$ cat config.mk
export PLATFORM = sky130hd
export DESIGN_NAME = m68k_bus_target
export DESIGN_NICKNAME = d
export VERILOG_FILES = /design/src/rtl/m68k_bus_target.sv
export SDC_FILE = /design/constraint.sdc
export NUM_CORES = 1
export LEC_CHECK = 0
export ABC_AREA = 1
export BUFFER_PORTS_ARGS = -buffer_cell sky130_fd_sc_hd__clkbuf_2
export CAP_MARGIN = 20
export CORE_MARGIN = 3
export CORE_UTILIZATION = 50
export DETAILED_ROUTE_END_ITERATION = 8
export PLACE_DENSITY = 0.8
export SETUP_SLACK_MARGIN = 0.3
export SYNTH_ARGS = -nofsm -noshare
export SYNTH_HDL_FRONTEND = slang
export SYNTH_SLANG_ARGS = --single-unit
$ cat constraint.sdc
create_clock -name PI_CLK -period 3.3 [get_ports PI_CLK]
set_clock_uncertainty 0.2 [all_clocks]
set_input_delay 0.66 -clock PI_CLK [delete_from_list [all_inputs] [get_ports PI_CLK]]
set_output_delay 0.66 -clock PI_CLK [all_outputs]
set_load 0.05 [all_outputs]
$ cat src/rtl/m68k_bus_target.sv
// 68000 bus responder: oversamples the bus strobes on PI_CLK, decodes an address window and
// forwards accesses to a req/ack backend. Define M68K_VPA_EN to enable 6800-style VPA termination.
module m68k_bus_target #(
  parameter logic [23:0] BASE_ADDR   = 24'h200000,
  parameter logic [23:0] ADDR_MASK   = 24'hE00000,
  parameter int          WAIT_CYCLES = 4,
  parameter int          TIMEOUT     = 1023,
  parameter logic [23:0] VPA_BASE    = 24'hBFE000,
  parameter logic [23:0] VPA_MASK    = 24'hFFF000
) (
  input  logic        PI_CLK,
  input  logic        RESET,
  input  logic [22:0] M68K_A,
  input  logic [2:0]  M68K_FC,
  input  logic        M68K_AS_n,
  input  logic        M68K_UDS_n,
  input  logic        M68K_LDS_n,
  input  logic        M68K_RW,
  input  logic [15:0] M68K_D_IN,
  output logic [15:0] M68K_D_OUT,
  output logic        M68K_D_OE,
  output logic        M68K_DTACK_n,
  output logic        M68K_BERR_n,
  output logic        M68K_VPA_n,
  input  logic        M68K_VMA_n,
  output logic        BE_REQ,
  output logic        BE_RW,
  output logic [22:0] BE_ADDR,
  output logic [1:0]  BE_BE,
  output logic [15:0] BE_WDATA,
  input  logic [15:0] BE_RDATA,
  input  logic        BE_ACK
);

  localparam int WCNT_W = (WAIT_CYCLES < 1) ? 1 : $clog2(WAIT_CYCLES + 1);
  localparam int TCNT_W = $clog2(TIMEOUT + 1);
  localparam logic [WCNT_W-1:0] WAIT_V    = WCNT_W'(WAIT_CYCLES);
  localparam logic [TCNT_W-1:0] TIMEOUT_V = TCNT_W'(TIMEOUT);

  localparam logic [2:0] S_IDLE     = 3'd0;
  localparam logic [2:0] S_STROBE   = 3'd1;
  localparam logic [2:0] S_DECODE   = 3'd2;
  localparam logic [2:0] S_IGNORE   = 3'd3;
  localparam logic [2:0] S_ACCESS   = 3'd4;
  localparam logic [2:0] S_RESPOND  = 3'd5;
  localparam logic [2:0] S_ERROR    = 3'd6;
`ifdef M68K_VPA_EN
  localparam logic [2:0] S_VPA_WAIT = 3'd7;
`endif

  logic [4:0]        sync1_q, sync1_d, sync2_q, sync2_d;
  logic              as_s, uds_s, lds_s, rw_s, vma_s;
  logic [2:0]        state_q, state_d;
  logic [WCNT_W-1:0] wcnt_q, wcnt_d;
  logic [TCNT_W-1:0] tcnt_q, tcnt_d;
  logic              ack_seen_q, ack_seen_d;
  logic              be_req_q, be_req_d, be_rw_q, be_rw_d;
  logic [22:0]       be_addr_q, be_addr_d;
  logic [1:0]        be_be_q, be_be_d;
  logic [15:0]       be_wdata_q, be_wdata_d, d_out_q, d_out_d;
  logic              d_oe_q, d_oe_d, dtack_n_q, dtack_n_d, berr_n_q, berr_n_d, vpa_n_q, vpa_n_d;
  logic [23:0]       byte_addr;
  logic              win_hit, iack;

  assign {as_s, uds_s, lds_s, rw_s, vma_s} = sync2_q;
  assign byte_addr = {M68K_A, 1'b0};
  assign win_hit   = (byte_addr & ADDR_MASK) == BASE_ADDR;
  assign iack      = (M68K_FC == 3'b111);

`ifdef M68K_VPA_EN
  logic vpa_hit;
  assign vpa_hit = (byte_addr & VPA_MASK) == VPA_BASE;
`else
  logic unused_vpa;
  assign unused_vpa = vma_s ^ (|VPA_BASE) ^ (|VPA_MASK);
`endif

  // Two-flop synchronisers for the asynchronous bus strobes
  always_comb begin
    sync1_d = {M68K_AS_n, M68K_UDS_n, M68K_LDS_n, M68K_RW, M68K_VMA_n};
    sync2_d = sync1_q;
  end

  always_comb begin
    state_d    = state_q;
    wcnt_d     = wcnt_q;
    tcnt_d     = tcnt_q;
    ack_seen_d = ack_seen_q;
    be_req_d   = be_req_q;
    be_rw_d    = be_rw_q;
    be_addr_d  = be_addr_q;
    be_be_d    = be_be_q;
    be_wdata_d = be_wdata_q;
    d_out_d    = d_out_q;
    d_oe_d     = d_oe_q;
    dtack_n_d  = dtack_n_q;
    berr_n_d   = berr_n_q;
    vpa_n_d    = vpa_n_q;
    case (state_q)
      S_IDLE:   if (!as_s) state_d = S_STROBE;
      // Writes assert the data strobes a bus clock after AS
      S_STROBE: begin
        if (as_s) state_d = S_IDLE;
        else if (!uds_s || !lds_s) state_d = S_DECODE;
      end
      S_DECODE: begin
        be_addr_d  = M68K_A;
        be_rw_d    = rw_s;
        be_be_d    = {~uds_s, ~lds_s};
        be_wdata_d = M68K_D_IN;
        wcnt_d     = '0;
        tcnt_d     = '0;
        ack_seen_d = 1'b0;
        if (iack) state_d = S_IGNORE;
`ifdef M68K_VPA_EN
        else if (vpa_hit) begin
          state_d = S_VPA_WAIT;
          vpa_n_d = 1'b0;
        end
`endif
        else if (win_hit) begin
          state_d  = S_ACCESS;
          be_req_d = 1'b1;
        end else state_d = S_IGNORE;
      end
      S_IGNORE: if (as_s) state_d = S_IDLE;
`ifdef M68K_VPA_EN
      S_VPA_WAIT: begin
        tcnt_d = tcnt_q + TCNT_W'(1);
        if (as_s) begin
          state_d = S_IDLE;
          vpa_n_d = 1'b1;
        end else if (!vma_s) begin
          state_d  = S_ACCESS;
          be_req_d = 1'b1;
          wcnt_d   = '0;
          tcnt_d   = '0;
        end else if (tcnt_q == TIMEOUT_V) begin
          state_d  = S_ERROR;
          berr_n_d = 1'b0;
          d_oe_d   = 1'b0;
        end
      end
`endif
      // Ack is checked ahead of the timeout so a same-cycle ack completes the cycle
      S_ACCESS: begin
        if (wcnt_q != WAIT_V) wcnt_d = wcnt_q + WCNT_W'(1);
        tcnt_d = tcnt_q + TCNT_W'(1);
        if (as_s) begin
          state_d    = S_IDLE;
          be_req_d   = 1'b0;
          ack_seen_d = 1'b0;
          vpa_n_d    = 1'b1;
        end else if (ack_seen_q && wcnt_q == WAIT_V) begin
          state_d   = S_RESPOND;
          dtack_n_d = ~vpa_n_q;
          d_oe_d    = be_rw_q;
        end else if (be_req_q && BE_ACK) begin
          be_req_d   = 1'b0;
          ack_seen_d = 1'b1;
          if (be_rw_q) d_out_d = BE_RDATA;
        end else if (!ack_seen_q && tcnt_q == TIMEOUT_V) begin
          state_d  = S_ERROR;
          be_req_d = 1'b0;
          berr_n_d = 1'b0;
          d_oe_d   = 1'b0;
        end
      end
      S_RESPOND, S_ERROR: begin
        if (as_s) begin
          state_d    = S_IDLE;
          dtack_n_d  = 1'b1;
          berr_n_d   = 1'b1;
          vpa_n_d    = 1'b1;
          d_oe_d     = 1'b0;
          ack_seen_d = 1'b0;
        end
      end
      default: state_d = S_IDLE;
    endcase
  end

  always_ff @(posedge PI_CLK or posedge RESET) begin
    if (RESET) begin
      sync1_q    <= 5'b11111;
      sync2_q    <= 5'b11111;
      state_q    <= S_IDLE;
      wcnt_q     <= '0;
      tcnt_q     <= '0;
      ack_seen_q <= 1'b0;
      be_req_q   <= 1'b0;
      be_rw_q    <= 1'b1;
      be_addr_q  <= '0;
      be_be_q    <= '0;
      be_wdata_q <= '0;
      d_out_q    <= '0;
      d_oe_q     <= 1'b0;
      dtack_n_q  <= 1'b1;
      berr_n_q   <= 1'b1;
      vpa_n_q    <= 1'b1;
    end else begin
      sync1_q    <= sync1_d;
      sync2_q    <= sync2_d;
      state_q    <= state_d;
      wcnt_q     <= wcnt_d;
      tcnt_q     <= tcnt_d;
      ack_seen_q <= ack_seen_d;
      be_req_q   <= be_req_d;
      be_rw_q    <= be_rw_d;
      be_addr_q  <= be_addr_d;
      be_be_q    <= be_be_d;
      be_wdata_q <= be_wdata_d;
      d_out_q    <= d_out_d;
      d_oe_q     <= d_oe_d;
      dtack_n_q  <= dtack_n_d;
      berr_n_q   <= berr_n_d;
      vpa_n_q    <= vpa_n_d;
    end
  end

  assign M68K_D_OUT   = d_out_q;
  assign M68K_D_OE    = d_oe_q;
  assign M68K_DTACK_n = dtack_n_q;
  assign M68K_BERR_n  = berr_n_q;
  assign M68K_VPA_n   = vpa_n_q;
  assign BE_REQ       = be_req_q;
  assign BE_RW        = be_rw_q;
  assign BE_ADDR      = be_addr_q;
  assign BE_BE        = be_be_q;
  assign BE_WDATA     = be_wdata_q;

endmodule

# Word level (Yosys, flattened, before mapping)
# Index checks and enable logic that the tools add are counted.
# op_classes
n_addsub,2
eq_ne,30
muxes,37
bitwise,4
n_reduce_logical,21
# ops
op,n
$mux 3,11
$ne 2x2->1 const B,10
$pmux 10 s2,1
$reduce_and 5->1,4
$mux 1,18
$ne 3x3->1 const B,6
$eq 3x3->1 const B,5
$pmux 3 s5,1
$ne 4x4->1 const B,3
$add 10x1->10 const B,1
$eq 10x10->1 const B,1
$pmux 1 s2,4
$reduce_and 4->1,2
$eq 3x1->1 const B,2
$eq 3x2->1 const B,2
$pmux 3 s2,1
$reduce_and 6->1,1
$not 1->1,4
$reduce_bool 2->1,2
$add 3x1->3 const B,1
$logic_and 1x1->1,3
$logic_not 1->1,3
$logic_not 3->1,1
$pmux 1 s3,1
other kinds (6),6
# totals
reg_bits,89
inputBits,66
out_inout_bits,63

# Logic depth before layout (Yosys ltp)
# depth
word_depth,7
ltp_mapped,11

# Least setup slack after synthesis
# OpenSTA, ideal clock, no wires.
# synth_timing
kind,register to register
start,reg be_req_q (netlist: BE_REQ)
end,reg d_out_q[0] (netlist: M68K_D_OUT[0])
setup_ns,0.119
arrival_time_ns,1.401
t_required_ns,2.981
slack_ns,1.580
path_stages_with_launch,7
cell_sequence,dfrtp_1 -> nand2_1 -> nor2_8 -> nand2_4 -> buf_6 -> nand2_1 -> nand2_1
# synth_between
elab_chain_cells,2
# synth_rtl
item,line_no,text
"start, declared",57,"logic be_req_q, be_req_d, be_rw_q, be_rw_d;"
"start signal, assigned",208,be_req_q <= be_req_d;
$logic_and 1x1->1,158,end else if (be_req_q && BE_ACK) begin
$reduce_and 5->1 (no line),-,
"end signal, assigned",213,d_out_q <= d_out_d;
"end, declared",60,"logic [15:0] be_wdata_q, be_wdata_d, d_out_q, d_out_d;"
# Every way passes these cells.
# A chain may end at the register's enable or synchronous reset.

# Worst setup path in the final report
# layout_timing
start,reg be_rw_q (netlist: BE_RW)
end,out BE_RW
# layout_rtl
item,line_no,text
"start, declared",57,
"start signal, assigned",209,be_rw_q <= be_rw_d;
"end, declared",27,"output logic BE_RW,"
# No word-level cell between the ends.

==> reports/results.tsv <==
stage	metric	value	unit
status	outcome	complete, no violations	
floorplanning	die_area	0.00840	sq mm
detailed_routing	wl_per_cell	12.5	um
hold_path	hold_class	flop to flop	
detailed_routing	drc	0	
logic_synthesis	synthArstFlopShare	1.00	
detailed_routing	vias	3219	
clocking	cts.sink_count	87	
logic_synthesis	synth_top_area_frac	0.518	
power_and_ir_drop	power.total	0.00432	W
power_and_ir_drop	power.internal	0.00219	W
logic_synthesis	ys.flop_type	dfrtp_1	
logic_synthesis	ys_ff_latch	87	
placement	io_buffer_count	126	
logic_synthesis	synth_edf_count	0	
global_routing	grt_pass1_wl	13700	um
final_layout	regArea	0.00219	sq mm
power_and_ir_drop	switchingPower	0.00213	W
logic_synthesis	ys_seq_area_frac	0.597	
timing	max-slew-margin-rel	0.470	
timing	drv_slew	0	
critical_path	crit_slowest_cell	dfstp_2	
floorplanning	die_h	91.7	um
final_layout	fin_nets	618	
final_layout	diodes	0	
job	max_cap_viol_count	0	
logic_synthesis	netlist_top_cells_area	dfrtp_1, nand2_1, dfstp_2, nand3_1, nor2_1	
final_layout	drive_gt1_frac	0.298	
logic_synthesis	yosys-top-cells-count	nand2_1, dfrtp_1, nand3_1	
placement	dpl.hpwl	5910	um
timing	fin_ws	927	ps
power_and_ir_drop	seq_power_share	0.375	
clocking	cts-root-buf	clkbuf_8	
clocking	cts.path.max_buffers	2	
critical_path	cp.arrival	1510	ps
global_routing	overflow	0	
placement	dpl.cell_count	634	
clocking	clkTransAtPathRegs	90	ps
power_and_ir_drop	leakagePower	2.61	nW
final_layout	nFillCells	586	
timing	hold_viol_final	0	
clocking	cts_setup_buffers	0	
logic_synthesis	yosys.area.top_type	dfrtp_1	
logic_synthesis	yosys_warnings	0	
logic_synthesis	syn_area	0.00367	sq mm
final_layout	syn2layout_area_growth	24.4	%
power_and_ir_drop	pwr-share-clk	0.171	
floorplanning	die_w	91.7	um
power_and_ir_drop	power_density	946	mW/mm^2
detailed_routing	first_pass_iters	4	
clocking	cts_tree	done	
floorplanning	initial_core_util	0.528	
clocking	cts_hold_buffers	0	
timing	rsz0062_at_grt	false	
logic_synthesis	synth.distinct_cells	27	
critical_path	cp_max_fo	20	
critical_path	cpPeakStageDelay	800	ps
logic_synthesis	syn_nets	493	
timing	worstMarginPinSlew	793	ps
timing	post-route-min-period	2370	ps
power_and_ir_drop	peakVddDrop	0.000676	V
final_layout	fin_util	0.658	
floorplanning	ioPinCount	129	
power_and_ir_drop	pwr-share-comb	0.454	
timing	final.period_utilization	0.719	
global_routing	grt_max_degree	50	
final_layout	multi_input_area	0.00133	sq mm
critical_path	worstSetupPathType	flop to output pin	
power_and_ir_drop	sw_frac_of_total	0.493	
logic_synthesis	syn-instance-count	424	
critical_path	worst-path-buf-inv	1	
placement	place_congestion	0.869	
critical_path	end_kind	output pin	
clocking	cts.repair.resized	0	
timing	max_freq	0.421	GHz
detailed_routing	drt_wl_total	8130	um
timing	setup_tns	0	ps
clocking	worstSkewPairLatency	340	ps
logic_synthesis	avgSynthCellArea	8.66	sq um
clocking	cts_max_level	3	
global_routing	grt_antenna_before_repair	0	
global_routing	grt_pass1_vias	3089	
detailed_routing	final_antenna_net_count	0	
critical_path	required	2440	ps
global_routing	grt_usage	0.199	
clocking	cts_buffers	9	
detailed_routing	drt-initial-drc-count	154	
timing	setup-violations-final	0	
detailed_routing	viasPerCell	4.95	
floorplanning	row_count	30	
critical_path	cp-start-kind	flop	
critical_path	crit_family	flip-flops	
placement	pre_cts_ws	1230	ps
floorplanning	core_area	0.00694	sq mm
final_layout	final-instance-count-excl-fill	650	
logic_synthesis	synth.most_common_cell	nand2_1	
critical_path	crit_path_cell_trace	clkbuf_2	
## path summary, 6_finish.rpt
kind,from,end,slack (ps),cells after the start
worst min register to register,sync1_q[2],sync2_q[2],160,0
worst min-delay path,sync1_q[2],sync2_q[2],160,0
min in group asynchronous,RESET,BE_WDATA[0],170,2
worst max-delay path,BE_RW,BE_RW,930,1
worst max register to register,state_q[0],state_q[0],1150,7
max in group asynchronous,RESET,sync2_q[3],1860,3
## cells by family after synthesis
kind of cell,synth area share
buffers and inverters,0.0419
other,0.00102
DFF,0.597
AOI/OAI and AO/OA,0.0368
adders and majority gates,0.0102
and+or+nand+nor,0.313
## state kept, by name, summed over array words and instances, names as in the netlist, 2 cells and up
name        count
BE_ADDR        23
sync2_q         4
sync1_q         4
wcnt_q          3
tcnt_q         10
BE_WDATA       16
state_q         3
BE_BE           2
M68K_D_OUT     16
## through the flow
stage | hold WS (ps) | cell area (sq um)
after floorplan | 145 | 3670
after global placement | 146 | 4370
after detailed placement | 147 | 4370
after CTS | 160 | 4570
after global routing | 163 | 4570
final | 159 | 4570
## per-layer routing
metal / GRT usage / wire (um)
met1: 0.246 / 3420
met2: 0.330 / 3910
met3: 0.0591 / 708
met4: 0.0704 / 93
met5: 0 / 0
## layout by cell type, fill, tap and decap left out, types with 2 or more instances in the layout
cell type / instances
dfrtp_1: 76
nand4_1: 6
o22ai_1: 2
nor2_4: 2
nand2_4: 3
buf_4: 3
o21ai_0: 11
clkbuf_1: 2
clkinvlp_4: 3
nand2_1: 206
nor2_1: 19
ha_1: 3
clkbuf_2: 126
a31oi_1: 2
nand3_1: 35
inv_1: 16
dfstp_2: 11
inv_2: 3
a21oi_1: 6
clkbuf_8: 10
## layout make-up
type,instances,share of cell area
Sequential cell,87,0.480
Timing Repair Buffer,129,0.143
Clock buffer,12,0.0318
Multi-Input combinational cell,302,0.290
Tap cell,96,0.0263
Clock inverter,4,0.0118
Inverter,20,0.0173
## power by group through the flow
stage / sequential, W / clock (W) / combinational, W
after global routing: 0.00166 / 0.000810 / 0.00211
final: 0.00162 / 0.000739 / 0.00196
after detailed placement: 0.00162 / 0 / 0.00198
after floorplan: 0.00254 / 0 / 0.000583
after CTS: 0.00162 / 0.000756 / 0.00198
after global placement: 0.00162 / 0 / 0.00195
Note: power is estimated with default switching activity, not from simulation.
